<file path="src/rtl/tlb_op_ctrl_if.sv">
// Bundle between the pipeline/CP0 side (master) and the TLB op controller (slave).
interface tlb_op_ctrl_if;
    // Pipeline handshake
    logic        op_valid;
    logic [1:0]  op_code;
    logic        op_ready;
    logic        busy;
    logic        done;
    // MMU strobes
    logic        tlbp;
    logic        tlbr;
    logic        tlbwi;
    logic        tlbwr;
    // MMU results
    logic [31:0] mmu_index;
    logic [31:0] mmu_pagemask;
    logic [31:0] mmu_entryhi;
    logic [31:0] mmu_entrylo0;
    logic [31:0] mmu_entrylo1;
    // CP0 Wired write and Random read
    logic        wired_we;
    logic [31:0] wired_wdata;
    logic [31:0] random_out;
    // CP0 write-back
    logic        cp0_index_we;
    logic [31:0] cp0_index_wdata;
    logic        cp0_entry_we;
    logic [31:0] cp0_pagemask_wdata;
    logic [31:0] cp0_entryhi_wdata;
    logic [31:0] cp0_entrylo0_wdata;
    logic [31:0] cp0_entrylo1_wdata;

    modport master (
        output op_valid, op_code, mmu_index, mmu_pagemask, mmu_entryhi, mmu_entrylo0,
               mmu_entrylo1, wired_we, wired_wdata,
        input  op_ready, busy, done, tlbp, tlbr, tlbwi, tlbwr, random_out, cp0_index_we,
               cp0_index_wdata, cp0_entry_we, cp0_pagemask_wdata, cp0_entryhi_wdata,
               cp0_entrylo0_wdata, cp0_entrylo1_wdata
    );

    modport slave (
        input  op_valid, op_code, mmu_index, mmu_pagemask, mmu_entryhi, mmu_entrylo0,
               mmu_entrylo1, wired_we, wired_wdata,
        output op_ready, busy, done, tlbp, tlbr, tlbwi, tlbwr, random_out, cp0_index_we,
               cp0_index_wdata, cp0_entry_we, cp0_pagemask_wdata, cp0_entryhi_wdata,
               cp0_entrylo0_wdata, cp0_entrylo1_wdata
    );
endinterface

</file>
<file path="src/rtl/tlb_op_ctrl.sv">
// TLB instruction sequencer: IDLE -> ISSUE (MMU strobe) -> WB (CP0 write-back, done),
// plus the CP0 Wired/Random registers used for TLBWR slot selection.
module tlb_op_ctrl #(
    parameter int unsigned TLB_LINE  = 32,
    parameter int unsigned TLB_WIDTH = 5
) (
    input  logic         clk,
    input  logic         rst,
    tlb_op_ctrl_if.slave bus
);

    typedef enum logic [1:0] {StIdle, StIssue, StWb} state_e;

    localparam logic [1:0] OpTlbp  = 2'b00;
    localparam logic [1:0] OpTlbr  = 2'b01;
    localparam logic [1:0] OpTlbwi = 2'b10;
    localparam logic [1:0] OpTlbwr = 2'b11;

    localparam logic [TLB_WIDTH-1:0] RandMax = TLB_WIDTH'(TLB_LINE - 1);

    state_e               state_q, state_d;
    logic [1:0]           op_q, op_d;
    logic [31:0]          index_q, pagemask_q, entryhi_q, entrylo0_q, entrylo1_q;
    logic [TLB_WIDTH-1:0] wired_q, wired_d;
    logic [TLB_WIDTH-1:0] random_q, random_d;
    logic                 reload_pend_q, reload_pend_d;
    logic                 rand_freeze;
    logic                 unused_wired_hi;

    assign unused_wired_hi = ^bus.wired_wdata[31:TLB_WIDTH];

    // Sequencer and op register
    always_ff @(posedge clk or negedge rst) begin
        if (!rst) begin
            state_q <= StIdle;
            op_q    <= OpTlbp;
        end else begin
            state_q <= state_d;
            op_q    <= op_d;
        end
    end

    // Next state: accept only in IDLE, then one cycle each in ISSUE and WB
    always_comb begin
        state_d = state_q;
        op_d    = op_q;
        unique case (state_q)
            StIdle: begin
                if (bus.op_valid) begin
                    state_d = StIssue;
                    op_d    = bus.op_code;
                end
            end
            StIssue: state_d = StWb;
            StWb:    state_d = StIdle;
            default: state_d = StIdle;
        endcase
    end

    // Capture MMU results at the ISSUE-to-WB edge
    always_ff @(posedge clk or negedge rst) begin
        if (!rst) begin
            index_q    <= '0;
            pagemask_q <= '0;
            entryhi_q  <= '0;
            entrylo0_q <= '0;
            entrylo1_q <= '0;
        end else if (state_q == StIssue) begin
            if (op_q == OpTlbp) begin
                index_q <= bus.mmu_index;
            end
            if (op_q == OpTlbr) begin
                pagemask_q <= bus.mmu_pagemask;
                entryhi_q  <= bus.mmu_entryhi;
                entrylo0_q <= bus.mmu_entrylo0;
                entrylo1_q <= bus.mmu_entrylo1;
            end
        end
    end

    // Wired/Random registers
    always_ff @(posedge clk or negedge rst) begin
        if (!rst) begin
            wired_q       <= '0;
            random_q      <= RandMax;
            reload_pend_q <= 1'b0;
        end else begin
            wired_q       <= wired_d;
            random_q      <= random_d;
            reload_pend_q <= reload_pend_d;
        end
    end

    // Random must not move while the MMU consumes it for TLBWR; a Wired write seen
    // during that cycle defers its Random reload to the next unfrozen edge.
    assign rand_freeze = (state_q == StIssue) && (op_q == OpTlbwr);

    // Random next value: free-running decrement with wrap at or below Wired
    always_comb begin
        wired_d       = wired_q;
        random_d      = random_q;
        reload_pend_d = reload_pend_q;
        if (bus.wired_we) begin
            wired_d = bus.wired_wdata[TLB_WIDTH-1:0];
        end
        if (rand_freeze) begin
            if (bus.wired_we) begin
                reload_pend_d = 1'b1;
            end
        end else if (bus.wired_we || reload_pend_q) begin
            random_d      = RandMax;
            reload_pend_d = 1'b0;
        end else if (random_q <= wired_q) begin
            random_d = RandMax;
        end else begin
            random_d = random_q - TLB_WIDTH'(1);
        end
    end

    // MMU strobes: only in ISSUE, one-hot on the latched op
    always_comb begin
        bus.tlbp  = 1'b0;
        bus.tlbr  = 1'b0;
        bus.tlbwi = 1'b0;
        bus.tlbwr = 1'b0;
        if (state_q == StIssue) begin
            unique case (op_q)
                OpTlbp:  bus.tlbp  = 1'b1;
                OpTlbr:  bus.tlbr  = 1'b1;
                OpTlbwi: bus.tlbwi = 1'b1;
                OpTlbwr: bus.tlbwr = 1'b1;
                default: ;
            endcase
        end
    end

    // Handshake and write-back outputs; op_ready is held low while reset is asserted
    always_comb begin
        bus.op_ready           = rst && (state_q == StIdle);
        bus.busy               = (state_q != StIdle);
        bus.done               = (state_q == StWb);
        bus.cp0_index_we       = (state_q == StWb) && (op_q == OpTlbp);
        bus.cp0_entry_we       = (state_q == StWb) && (op_q == OpTlbr);
        bus.cp0_index_wdata    = index_q;
        bus.cp0_pagemask_wdata = pagemask_q;
        bus.cp0_entryhi_wdata  = entryhi_q;
        bus.cp0_entrylo0_wdata = entrylo0_q;
        bus.cp0_entrylo1_wdata = entrylo1_q;
        bus.random_out         = 32'(random_q);
    end

endmodule

</file>
<file path="src/flat_wrapper.sv">
// flat-port wrapper written by rule: the top's interface ports become plain ports
module tlb_op_ctrl_flat 
#(
    parameter int unsigned TLB_LINE  = 32,
    parameter int unsigned TLB_WIDTH = 5
)
  (clk, rst, bus_op_valid, bus_op_code, bus_mmu_index, bus_mmu_pagemask, bus_mmu_entryhi, bus_mmu_entrylo0, bus_mmu_entrylo1, bus_wired_we, bus_wired_wdata, bus_op_ready, bus_busy, bus_done, bus_tlbp, bus_tlbr, bus_tlbwi, bus_tlbwr, bus_random_out, bus_cp0_index_we, bus_cp0_index_wdata, bus_cp0_entry_we, bus_cp0_pagemask_wdata, bus_cp0_entryhi_wdata, bus_cp0_entrylo0_wdata, bus_cp0_entrylo1_wdata);
  tlb_op_ctrl_if bus_i ();
  input  logic clk;
  input  logic rst;
  input wire logic [$bits(bus_i.op_valid)-1:0] bus_op_valid;
  input wire logic [$bits(bus_i.op_code)-1:0] bus_op_code;
  input wire logic [$bits(bus_i.mmu_index)-1:0] bus_mmu_index;
  input wire logic [$bits(bus_i.mmu_pagemask)-1:0] bus_mmu_pagemask;
  input wire logic [$bits(bus_i.mmu_entryhi)-1:0] bus_mmu_entryhi;
  input wire logic [$bits(bus_i.mmu_entrylo0)-1:0] bus_mmu_entrylo0;
  input wire logic [$bits(bus_i.mmu_entrylo1)-1:0] bus_mmu_entrylo1;
  input wire logic [$bits(bus_i.wired_we)-1:0] bus_wired_we;
  input wire logic [$bits(bus_i.wired_wdata)-1:0] bus_wired_wdata;
  output wire logic [$bits(bus_i.op_ready)-1:0] bus_op_ready;
  output wire logic [$bits(bus_i.busy)-1:0] bus_busy;
  output wire logic [$bits(bus_i.done)-1:0] bus_done;
  output wire logic [$bits(bus_i.tlbp)-1:0] bus_tlbp;
  output wire logic [$bits(bus_i.tlbr)-1:0] bus_tlbr;
  output wire logic [$bits(bus_i.tlbwi)-1:0] bus_tlbwi;
  output wire logic [$bits(bus_i.tlbwr)-1:0] bus_tlbwr;
  output wire logic [$bits(bus_i.random_out)-1:0] bus_random_out;
  output wire logic [$bits(bus_i.cp0_index_we)-1:0] bus_cp0_index_we;
  output wire logic [$bits(bus_i.cp0_index_wdata)-1:0] bus_cp0_index_wdata;
  output wire logic [$bits(bus_i.cp0_entry_we)-1:0] bus_cp0_entry_we;
  output wire logic [$bits(bus_i.cp0_pagemask_wdata)-1:0] bus_cp0_pagemask_wdata;
  output wire logic [$bits(bus_i.cp0_entryhi_wdata)-1:0] bus_cp0_entryhi_wdata;
  output wire logic [$bits(bus_i.cp0_entrylo0_wdata)-1:0] bus_cp0_entrylo0_wdata;
  output wire logic [$bits(bus_i.cp0_entrylo1_wdata)-1:0] bus_cp0_entrylo1_wdata;
  assign bus_i.op_valid = bus_op_valid;
  assign bus_i.op_code = bus_op_code;
  assign bus_i.mmu_index = bus_mmu_index;
  assign bus_i.mmu_pagemask = bus_mmu_pagemask;
  assign bus_i.mmu_entryhi = bus_mmu_entryhi;
  assign bus_i.mmu_entrylo0 = bus_mmu_entrylo0;
  assign bus_i.mmu_entrylo1 = bus_mmu_entrylo1;
  assign bus_i.wired_we = bus_wired_we;
  assign bus_i.wired_wdata = bus_wired_wdata;
  assign bus_op_ready = bus_i.op_ready;
  assign bus_busy = bus_i.busy;
  assign bus_done = bus_i.done;
  assign bus_tlbp = bus_i.tlbp;
  assign bus_tlbr = bus_i.tlbr;
  assign bus_tlbwi = bus_i.tlbwi;
  assign bus_tlbwr = bus_i.tlbwr;
  assign bus_random_out = bus_i.random_out;
  assign bus_cp0_index_we = bus_i.cp0_index_we;
  assign bus_cp0_index_wdata = bus_i.cp0_index_wdata;
  assign bus_cp0_entry_we = bus_i.cp0_entry_we;
  assign bus_cp0_pagemask_wdata = bus_i.cp0_pagemask_wdata;
  assign bus_cp0_entryhi_wdata = bus_i.cp0_entryhi_wdata;
  assign bus_cp0_entrylo0_wdata = bus_i.cp0_entrylo0_wdata;
  assign bus_cp0_entrylo1_wdata = bus_i.cp0_entrylo1_wdata;
  tlb_op_ctrl #(.TLB_LINE(TLB_LINE), .TLB_WIDTH(TLB_WIDTH)) u_core (.clk(clk), .rst(rst), .bus(bus_i));
endmodule
</file>
<file path="config.mk">
export PLATFORM = sky130hd
export DESIGN_NAME = tlb_op_ctrl_flat
export DESIGN_NICKNAME = d
export VERILOG_FILES = /design/src/rtl/tlb_op_ctrl_if.sv /design/src/rtl/tlb_op_ctrl.sv /design/src/flat_wrapper.sv
export SDC_FILE = /design/constraint.sdc
export NUM_CORES = 1
export LEC_CHECK = 0
export BUFFER_PORTS_ARGS = -buffer_cell sky130_fd_sc_hd__buf_2
export CAP_MARGIN = 10
export CORE_AREA = 2 2 156 158
export DETAILED_ROUTE_END_ITERATION = 12
export DIE_AREA = 0 0 158 160
export PLACE_DENSITY = 0.63
export SLEW_MARGIN = 20
export SYNTH_ARGS = -nofsm -noshare
export SYNTH_HDL_FRONTEND = slang
export SYNTH_SLANG_ARGS = --single-unit
</file>
<file path="constraint.sdc">
create_clock -name clk -period 4.38 [get_ports clk]
set_input_delay 1.095 -clock clk [delete_from_list [all_inputs] [get_ports clk]]
set_output_delay 1.095 -clock clk [all_outputs]
set_load 0.02 [all_outputs]
</file>
==> flow_metrics.env <==
export IMPL_slew_headroom=0.289
export IMPL_diodes=0
export IMPL_p_clk_frac=0.197
export IMPL_initialDrtViolationCount=185
export IMPL_wl_um=16800
export IMPL_ctsHoldBuffers=0
export IMPL_synth_top_area_cell="dfrtp_1"
export IMPL_pin_count=399
export IMPL_drcViolationCount=0
export IMPL_drtAntennaViolNets=0
export IMPL_io_buffers=344
export IMPL_setup_viol=0
export IMPL_dp_hpwl_um=11800
export IMPL_grt_use_total=0.129
export IMPL_synth_area_top_cells="dfrtp_1 (57%), mux2_4 (20%), mux2_2 (9.3%), buf_12 (2.9%), buf_4 (2.8%)"
export IMPL_num_vias=4695
export IMPL_place_congestion=0.745
export IMPL_wl_per_cell_um=14.8
export IMPL_post_route_period_util=0.663
export IMPL_p_seq_frac=0.378
export IMPL_p_leak_uw=0.00501
export IMPL_rsz0062_at_grt="false"
export IMPL_post_cts_resized=0
export IMPL_row_count=57
export IMPL_met2_usage=0.217
export IMPL_die_x_um=158
export IMPL_critPathArrivalTime_ns=1.81
export IMPL_vias_per_cell=4.14
export IMPL_rrSetupSlack_ns=2.18
export IMPL_path_max_fanout=33
export IMPL_synth_cells=450
export IMPL_dieHeight_um=160
export IMPL_ys_ff_latch=175
export IMPL_synth_cell_types=34
export IMPL_r2r_end="u_core.bus.cp0_entryhi_wdata[23]"
export IMPL_cp_end_kind="output pin"
export IMPL_clockRootBuffer="clkbuf_16"
export IMPL_grt_max_degree=175
export IMPL_drive_gt1_frac=0.677
export IMPL_post_cts_buffers=0
export IMPL_synth_flop_cell="dfrtp_1"
export IMPL_internal_power_uw=4570
export IMPL_crit_required_ns=3.28
export IMPL_power_density_nw_per_um2=742
export IMPL_setup_worst_path_class="flip-flop to output pin"
export IMPL_setup_tns_ns=0
export IMPL_vdd_drop_max_mv=0.307
export IMPL_period_needed_ns=2.90
export IMPL_syn_area_um2=7490
export IMPL_ys_async_sr_fraction=1.00
export IMPL_grt_busiest_layer="met2"
export IMPL_cts_buffers=17
export IMPL_total_power_uw=7290
export IMPL_h_tree_depth=4
export IMPL_yosysWarnings=0
export IMPL_syn_area_per_cell_um2=16.6
export IMPL_grt_pass1_wl_um=25600
export IMPL_grt_pass1_vias=4780
export IMPL_die_area_um2=25300
export IMPL_initial_utilization=0.314
export IMPL_swShare=0.373
export IMPL_ff2ff_path_depth=3
export IMPL_globalRouteOverflowTotal=0
export IMPL_skew_ns=0.0144
export IMPL_status="finished clean"
export IMPL_p_comb_frac=0.426
export IMPL_hold_path_class="input pin to asynchronous set/reset pin"
export IMPL_finalHoldViolations=0
export IMPL_yosysSeqAreaShare=0.585
export IMPL_coreArea_um2=23800
export IMPL_r2r_start="u_core.op_q[1]"
export IMPL_timing_fmax_mhz=344
export IMPL_use_met3=0.0374
export IMPL_clockBufferDepth=2
export IMPL_clock_latency_ns=0.42
export IMPL_use_met1=0.157
export IMPL_clk_pin_slew_ns=0.07
export IMPL_drv_cap=0
export IMPL_drv_slew=0
export IMPL_worst_slew_pin_slew_ns=1.07
export IMPL_area_growth_pct=31.2
export IMPL_antenna_found_initial=2
export IMPL_power_switching_uw=2720
export IMPL_critPathLaunchType="flip-flop"
export IMPL_netlist_area_leader_share=0.568
export IMPL_cts_tree="yes"
export IMPL_synth_edf_count=0
export IMPL_finalNetCount=1000
export IMPL_drt_pass1_iter_count=4
export IMPL_clkSinkCount=175
[per-layer routing]
| metal | vias to the layer above | routed length, µm |
|---|---|---|
| met4 | 4 | 319 |
| li1 | 2201 | - |
| met1 | 2277 | 7080 |
| met5 | - | 27 |
| met3 | 21 | 1200 |
| met2 | 192 | 8150 |
[critical path, cell delays in order (launching register included)]
cell,delay [ns]
dfrtp_1,0.42
nor2b_4,0.15
nor3b_4,0.18
buf_4,0.40
buf_2,0.25
[synthesized netlist by cell type (2+ instances only)]
master and n:
buf_12 11, dfstp_2 5, o21a_1 2, buf_4 28
mux2_4 100, clkbuf_1 2, mux2_2 62, o21ai_0 5
dfrtp_1 170, inv_1 10, buf_6 5, ha_1 6
nor2_1 12, nand2_1 8, a21oi_1 5
[cell usage in the layout (no fill, tap or decap), types with 2 or more instances in the layout]
| cell type | count |
|---|---|
| conb_1 | 27 |
| nor2_1 | 12 |
| a21oi_1 | 5 |
| buf_2 | 343 |
| o21a_1 | 2 |
| clkinv_4 | 3 |
| inv_1 | 10 |
| clkbuf_16 | 17 |
| o21ai_0 | 5 |
| dfrtp_1 | 170 |
| clkbuf_1 | 2 |
| inv_6 | 4 |
| ha_1 | 6 |
| mux2_2 | 62 |
| dfstp_2 | 5 |
| nand2_1 | 8 |
| buf_12 | 2 |
| mux2_4 | 100 |
| clkinvlp_4 | 4 |
[stage by stage]
step / util / hold WS [ns] / setup slack, ns / std cells / cell area (µm²)
floorplan: - / 0.447 / 1.88 / 476 / 7590
global placement: 0.389 / 0.465 / 1.75 / 1101 / 9280
detailed placement: 0.389 / 0.466 / 1.74 / 1101 / 9280
CTS: 0.412 / 0.418 / 1.43 / 1133 / 9820
global route: 0.412 / 0.414 / 1.33 / 1133 / 9820
finish: 0.412 / 0.448 / 1.48 / 1133 / 9820
[cell type report]
type | instances | area [µm²]
clock buffers | 20 | 447
clock inverters | 12 | 103
fillers | 2327 | 14000
inverters | 10 | 37.5
multi-input cells | 245 | 2670
flip-flops and latches | 175 | 4390
well taps | 324 | 405
repair buffers | 347 | 1780
[power by group through the flow]
stage / sequential [µW] / combinational (µW) / clock (µW)
final: 2750 / 3110 / 1430
after global routing: 2860 / 3290 / 1560
after CTS: 2760 / 3150 / 1490
after detailed placement: 2770 / 3140 / 0
after global placement: 2750 / 3110 / 0
after floorplan: 3720 / 1150 / 0
[logic make-up after synthesis]
logic type      after synthesis  synth area share
buf+inv                      56            0.0710
simple gates                 33            0.0249
compound gates               15            0.0117
fa+ha+maj                     6            0.0100
other cells                   1          0.000501
flops                       175             0.585
mux                         164             0.296
[state kept, by name (all words and copies together), names as in the netlist]
signal / count
u_core.bus.cp0_entryhi_wdata: 32
u_core.bus.cp0_entrylo0_wdata: 32
u_core.bus.cp0_entrylo1_wdata: 32
u_core.bus.cp0_index_wdata: 32
u_core.bus.cp0_pagemask_wdata: 32
u_core.op_q: 2
u_core.random_q: 5
u_core.reload_pend_q: 1
u_core.state_q: 2
u_core.wired_q: 5
[how the worst max path moves through the flow]
stage | cells past startpoint | startpoint | slack (ns) | end
after floorplan | 2 | rst | 1.88 | bus_op_ready
after global placement | 4 | rst | 1.75 | bus_op_ready
after detailed placement | 4 | rst | 1.74 | bus_op_ready
after CTS | 4 | u_core.state_q[1] | 1.43 | bus_tlbp
after global routing | 4 | u_core.state_q[0] | 1.33 | bus_tlbp
final | 4 | u_core.state_q[1] | 1.48 | bus_tlbp
Power figures use the tool's default switching activity.
